File: src/rtl/level_tick_timer.sv
// rtl/level_tick_timer.sv - level-indexed programmable interval timer with single-cycle Tick enable
module level_tick_timer #(
    parameter int CNT_W       = 32,
    parameter int LEVEL_W     = 4,
    parameter int NUM_LEVELS  = 11,
    parameter int BASE_PERIOD = 50000000,
    parameter int STEP        = 5000000
) (
    input  logic               Clk,
    input  logic               Rst,
    input  logic               En,
    input  logic               Start,
    input  logic               Stop,
    input  logic               Mode,
    input  logic [LEVEL_W-1:0] Level,
    output logic               Tick,
    output logic               Toggle,
    output logic               Busy,
    output logic               Done,
    output logic [CNT_W-1:0]   Count
);

    typedef enum logic [1:0] {
        ST_IDLE,
        ST_RUN,
        ST_DONE
    } state_t;

    localparam logic [CNT_W-1:0] base_c = CNT_W'(BASE_PERIOD);
    localparam logic [CNT_W-1:0] step_c = CNT_W'(STEP);
    localparam logic [CNT_W-1:0] last_c = CNT_W'(NUM_LEVELS - 1);

    // The shortest period must still leave room for a non-terminal count.
    if (BASE_PERIOD - STEP * (NUM_LEVELS - 2) < 2) begin : g_bad_period
        $error("level_tick_timer: shortest period is below 2 cycles");
    end

    state_t           state, state_n;
    logic [CNT_W-1:0] count_q, count_n;
    logic [CNT_W-1:0] preg, preg_n;
    logic [CNT_W-1:0] lvl_sel, period;
    logic             mode_q, mode_n;
    logic             tick_q, tick_n;
    logic             toggle_q, toggle_n;

    always_comb begin
        lvl_sel = CNT_W'(Level);
        if (lvl_sel == '0) begin
            lvl_sel = CNT_W'(1);
        end else if (lvl_sel > last_c) begin
            lvl_sel = last_c;
        end
        period = base_c - step_c * (lvl_sel - CNT_W'(1));
    end

    always_ff @(posedge Clk) begin
        if (Rst) begin
            state    <= ST_IDLE;
            count_q  <= '0;
            preg     <= base_c;
            mode_q   <= 1'b0;
            tick_q   <= 1'b0;
            toggle_q <= 1'b0;
        end else begin
            state    <= state_n;
            count_q  <= count_n;
            preg     <= preg_n;
            mode_q   <= mode_n;
            tick_q   <= tick_n;
            toggle_q <= toggle_n;
        end
    end

    // Stop beats Start beats terminal count; a restart silently drops the truncated period.
    always_comb begin
        state_n  = state;
        count_n  = count_q;
        preg_n   = preg;
        mode_n   = mode_q;
        tick_n   = 1'b0;
        toggle_n = toggle_q;
        if (Stop) begin
            state_n = ST_IDLE;
            count_n = '0;
        end else if (Start) begin
            state_n = ST_RUN;
            count_n = '0;
            preg_n  = period;
            mode_n  = Mode;
        end else if (state == ST_RUN && En) begin
            if (count_q == preg - CNT_W'(1)) begin
                count_n  = '0;
                tick_n   = 1'b1;
                toggle_n = ~toggle_q;
                if (mode_q) begin
                    state_n = ST_DONE;
                end else begin
                    preg_n = period;
                end
            end else begin
                count_n = count_q + CNT_W'(1);
            end
        end
    end

    assign Tick   = tick_q;
    assign Toggle = toggle_q;
    assign Busy   = (state == ST_RUN);
    assign Done   = (state == ST_DONE);
    assign Count  = count_q;

endmodule
File: config.mk
export PLATFORM = sky130hd
export DESIGN_NAME = level_tick_timer
export DESIGN_NICKNAME = d
export VERILOG_FILES = /design/src/rtl/level_tick_timer.sv
export SDC_FILE = /design/constraint.sdc
export NUM_CORES = 1
export LEC_CHECK = 0
export BUFFER_PORTS_ARGS = -buffer_cell sky130_fd_sc_hd__buf_2
export CAP_MARGIN = 20
export CORE_UTILIZATION = 51
export CTS_CLUSTER_DIAMETER = 120
export CTS_CLUSTER_SIZE = 12
export DETAILED_ROUTE_END_ITERATION = 12
export PLACE_DENSITY = 0.7
export RECOVER_POWER = 25
export SYNTH_ARGS = -nofsm -noshare
export SYNTH_HDL_FRONTEND = slang
export SYNTH_SLANG_ARGS = --single-unit
File: constraint.sdc
create_clock -name Clk -period 10.3 [get_ports Clk]
set_input_delay 0.515 -clock Clk [delete_from_list [all_inputs] [get_ports Clk]]
set_output_delay 0.515 -clock Clk [all_outputs]
set_load 0.05 [all_outputs]
# After elaboration in Yosys (flattened, before gate mapping)
# Cells that the tools add are included.
# W data, S select, Z words.
totals:
  regBits: 69
  output_inout_bits: 36
classes:
  addsub: 4
  multipliers: 1
  magnitude_cmp: 1
  eq_ne: 4
  muxes: 12
  n_bitwise: 4
  reduce_logical: 13
ops:
  columns: ["operator", "count"]
  rows:
  - ["$mux W32", 5]
  - ["$sub A32 B1 Y32 const B", 2]
  - ["$add A32 B1 Y32 const B", 1]
  - ["$eq A32 B32 Y1", 1]
  - ["$mul A17 B32 Y26 const A", 1]
  - ["$sub A26 B32 Y32 const A", 1]
  - ["$mux W4", 2]
  - ["$reduce_and A4 Y1", 2]
  - ["$reduce_and A3 Y1", 2]
  - ["$reduce_bool A2 Y1", 3]
  - ["$mux W1", 5]
  - ["$gt A4 B4 Y1 const B", 1]
  - ["$logic_not A4 Y1", 1]
  - ["$not A1 Y1", 4]
  - ["$reduce_or A4 Y1", 1]
  - ["$reduce_or A3 Y1", 1]
  - ["$eq A2 B1 Y1 const B", 1]
  - ["$eq A2 B2 Y1 const B", 1]
  - ["$ne A2 B2 Y1 const B", 1]
  - ["$reduce_and A2 Y1", 1]
  - ["$reduce_or A2 Y1", 1]
  - ["$logic_and A1 B1 Y1", 1]

# Depth between registers and ports, before layout
depth:
  ltp_word: 10
  mapped_depth: 26
  mapped_depth_nobuf: 25

# Least setup slack after synthesis
# No wires, ideal clock.
synth_timing:
  kind: "input port to flip-flop"
  start: "input port Level[1]"
  end: "register preg[21]"
  setup_time_ps: 120
  arrival_ps: 6667
  required_ps: 10180
  path_slack_ps: 3513
  stages: 23
  n_path_buf: 1
  path_cell_list: "o21ai_0 > a21oi_1 > ha_1 > and2_1 > clkbuf_1 > ha_1 > inv_1 > xnor2_1 > ha_1 > ha_1 > inv_1 > fa_1 > fa_1 > inv_1 > ha_1 > or4b_2 > o311ai_0 > a31oi_1 > o21ai_0 > nand3_1 > xnor2_1 > nor2_1 > a211o_1"
synth_between:
  elab_chain_cells: 10
  elab_cells_between_ends: 11
synth_lines:
  columns: ["item", "line", "text"]
  rows:
  - ["start: declaration", "15", "input logic [LEVEL_W-1:0] Level,"]
  - ["$gt A4 B4 Y1", "50", "end else if (lvl_sel > last_c) begin"]
  - ["$mux W4", "50", null]
  - ["$mux W4 (*)", "48", "if (lvl_sel == '0) begin"]
  - ["$sub A32 B1 Y32 (*)", "53", "period = base_c - step_c * (lvl_sel - CNT_W'(1));"]
  - ["$mul A17 B32 Y26 (*)", "53", null]
  - ["$sub A26 B32 Y32 (*)", "53", null]
  - ["$mux W32", "95", "if (mode_q) begin"]
  - ["$mux W32", "91", "if (count_q == preg - CNT_W'(1)) begin"]
  - ["$mux W32", "90", "end else if (state == ST_RUN && En) begin"]
  - ["$mux W32 (*)", "85", "end else if (Start) begin"]
  - ["end signal: assignment", "60", "preg <= base_c;"]
  - ["end signal: assignment", "67", "preg <= preg_n;"]
  - ["end: declaration", "40", "logic [CNT_W-1:0] preg, preg_n;"]
# Mark *: on every way between the ends. The rest lies on a longest branch, timed or not. The select of a mux whose other input is x is not followed.
# A chain may end at the register's enable or synchronous reset.

# Worst setup path after layout
layout_timing:
  start: "input port Level[2]"
  end: "register preg[21]"
# The elaborated chain is that of the path after synthesis.

==> metrics.md <==
| Metric | Value |
|---|---|
| Final weighted congestion of routability-driven global placement | 0.887 |
| Average wire per cell in the routed design | 13.7 um |
| Relative contribution of the clock network to total power | 0.180 |
| Synthesized instance count | 795 |
| Max-slew violations | 0 |
| Initial antenna violation count | 0 |
| Number of synthesized register bits | 58 |
| Routed wire length | 13900 um |
| Number of post-CTS setup repair buffers | 0 |
| Setup-failing EPs final | 0 |
| Crit start category | input port |
| WP data arrival | 7.45 ns |
| Max Clock Skew | 0.00463 ns |
| Cell at the root of the clock tree | clkbuf_16 |
| Final net count | 966 |
| Worst min-delay path class | input port to register |
| Yosys Warn Count | 0 |
| Port buffer count | 45 |
| Avg Inst Size Synth | 8.26 um^2 |
| Internal cell power | 829 uW |
| Worst path required time | 10.51 ns |
| RSZ-0062 raised after global routing | false |
| Chip Width | 115 um |
| Starting utilization of the core area | 0.522 |
| Sequential cell fraction of total power | 0.185 |
| Num CTS Buffers | 9 |
| Bufs on Longest Clock Path | 2 |
| Sw Share | 0.445 |
| Clk_lat worst skew | 0.33 ns |
| Largest net degree at the start of global routing | 35 |
| Placed Cells | 999 |
| Die boundary height | 115 um |
| Top cells by area in the synthesized netlist | dfxtp_1 18%, ha_1 14%, fa_1 13% |
| Area share of the largest cell type after synthesis | 0.177 |
| Number of iterations in the first detailed-routing pass | 4 |
| Area occupied by registers | 0.00116 mm^2 |
| PnR Total Power | 1490 uW |
| TNS Setup | 0 ns |
| Vias in the first global route | 4902 |
| Worst Path Class, Setup | input port to register |
| Kind of end point of the critical path | register |
| Setup Slack @ Placement | 2.82 ns |
| All-layer global routing usage | 0.223 |
| Signed area change from the synthesized netlist to the final layout | 9.30% |
| Post-route non-filler standard cell count | 1015 |
| GRT Residual Overflow | 0 |
| Final worst-path cycle share | 0.703 |
| Number of rows created at floorplan | 41 |
| Slew HR | 0.312 |
| Total power per unit cell area | 208 mW/mm^2 |
| Fraction of registers with async set/reset | 0 |
| Clock tree from TritonCTS | done |
| Clk pin slew, worst setup/hold paths | 0.05 ns |
| Endpoints failing hold | 0 |
| Number of fill cells | 1161 |
| Area occupied by multi-input gates | 0.00489 mm^2 |
| Global-route wire length before repair | 23400 um |
| Ant diodes | 0 |
| Post-detailed-route DRC marker count | 0 |
| Maximum clock rate | 138 MHz |
| Sum of net half-perimeters after detailed placement | 11400 um |
| Total number of H-tree levels | 3 |
| Final antenna-violating net count | 0 |
| Fraction of final layout cells sized beyond drive strength 1 | 0.0664 |
| Netlist cell types | 64 |
| Leak Pwr | 0.00308 uW |
| Post-DR vias/cell | 5.20 |
| Floorplan core area | 0.0126 mm^2 |
| Sequential cell area fraction in the yosys report | 0.177 |
| Sinks on Clock Net | 58 |
| Leading cell type in the layout, fill and taps excluded | inv_1 |
| Power dissipated by switching net loads | 665 uW |
| Run status | finished, final reports clean |
| Largest driver fanout on the critical path | 16 |
| Resized Gates After CTS | 0 |
| Count of hold-fix buffers inserted at cts | 0 |
| Final worst setup slack | 3.06 ns |
| Post-synthesis instance area | 0.00656 mm^2 |
| DR iter-0 viols | 287 |
| Proportion of power drawn by combinational gates | 0.635 |
| Number of enable flip-flop cells after synthesis | 0 |
| Worst VDD drop | 175 uV |
| Top-level port count | 46 |
| Total via count after detailed routing | 5276 |
| Maxcap violations | 0 |
| Library cell occupying the most area in the post-synthesis netlist | dfxtp_1 |
| Area of the die | 0.0133 mm^2 |
| Worst-case register-to-register setup slack | 6.29 ns |
| Most used flip-flop cell after synthesis | dfxtp_1 |
| Actual transition at the worst max-transition pin | 1.03 ns |
| Final worst path period need | 7.24 ns |
| Commonest non-fill, non-tap cells in the layout | 115 x inv_1, 87 x nor2_1, 74 x ha_1 |
## per-stage QoR
step                cell area [um^2]  hold slack (ns)  utilization
finish                          7170            0.425        0.571
CTS                             7200            0.410        0.573
floorplan                       6600            0.470            -
global route                    7170            0.424        0.571
global placement                6930            0.469        0.551
detailed placement              6930            0.478        0.551
## kinds of logic after synthesis
group                    Yosys count  share of synthesized area
other                              2                    0.00114
flip-flops                        58                      0.177
XOR/XNOR                         102                      0.136
adder cells (fa/ha/maj)          118                      0.275
multiplexers                      10                     0.0153
buffers and inverters            138                     0.0844
AND/OR/NAND/NOR                  267                      0.206
AO/OA/AOI/OAI                    100                      0.104
## registers in the layout (all words and copies together), names as in the netlist
name / flops
mode_q: 1
Toggle: 1
Count: 32
state: 2
preg: 21
Tick: 1
## power groups by stage
| stage | Combinational, uW | Sequential [uW] | Clock [uW] |
|---|---|---|---|
| floorplan | 781 | 267 | 0 |
| global placement | 937 | 280 | 0 |
| detailed placement | 951 | 280 | 0 |
| CTS | 955 | 276 | 275 |
| global route | 1080 | 280 | 286 |
| finish | 950 | 276 | 269 |
## layer usage
metal	wire, um	global-route usage	vias to the layer above
met4	257	0.0675	0
met2	6730	0.388	82
met5	0	0	-
li1	-	-	2735
met3	423	0.0272	14
met1	6530	0.290	2445
## path summary, 6_finish.rpt
kind	cells after the start	endpoint	startpoint
max reg2reg	9	Count[25]$_SDFFE_PP0P_	preg[8]$_SDFFE_PP0P_
max	23	preg[21]$_SDFFE_PP1P_	Level[2]
min	2	state[0]$_SDFFE_PP0P_	Stop
min reg2reg	2	Toggle$_SDFFE_PP0P_	Toggle$_SDFFE_PP0P_
## cell type report
type | count | share of cell area
Tap cell | 172 | 0.0300
Clock buffer | 11 | 0.0338
Timing Repair Buffer | 46 | 0.0284
Inverter | 115 | 0.0602
Sequential cell | 58 | 0.162
Clock inverter | 5 | 0.00419
Multi-Input combinational cell | 608 | 0.682
## synth_stat cells, types with 9 or more instances
cell type  instances
ha_1              74
xnor2_1           64
nor3_1            16
xor2_1            38
mux2i_1           10
a21oi_1           24
nand4_1           12
nor2_1            87
clkbuf_1          13
a211oi_1          11
inv_1            115
or3_1              9
fa_1              44
o21ai_0           16
nand2_1           46
a211o_1            9
nor2b_1           10
nor4_1            15
nand2b_1          11
dfxtp_1           58
nand3_1           25
## worst max-delay path: stages
cell and delay (ns):
buf_2 0.13, o21ai_0 0.08, a21oi_1 0.70, ha_1 0.37, and2_1 0.61, ha_1 0.34
inv_1 0.10, xnor2_1 0.28, ha_1 0.29, ha_1 0.28, inv_1 0.06, fa_1 0.51
fa_1 0.54, inv_1 0.04, ha_1 0.37, or4b_2 0.68, o311ai_0 0.24, a31oi_1 0.24
o21ai_0 0.42, nand3_1 0.16, xnor2_1 0.16, nor2_1 0.05, a211o_1 0.27
No activity file was read; power rests on OpenSTA's default activity.
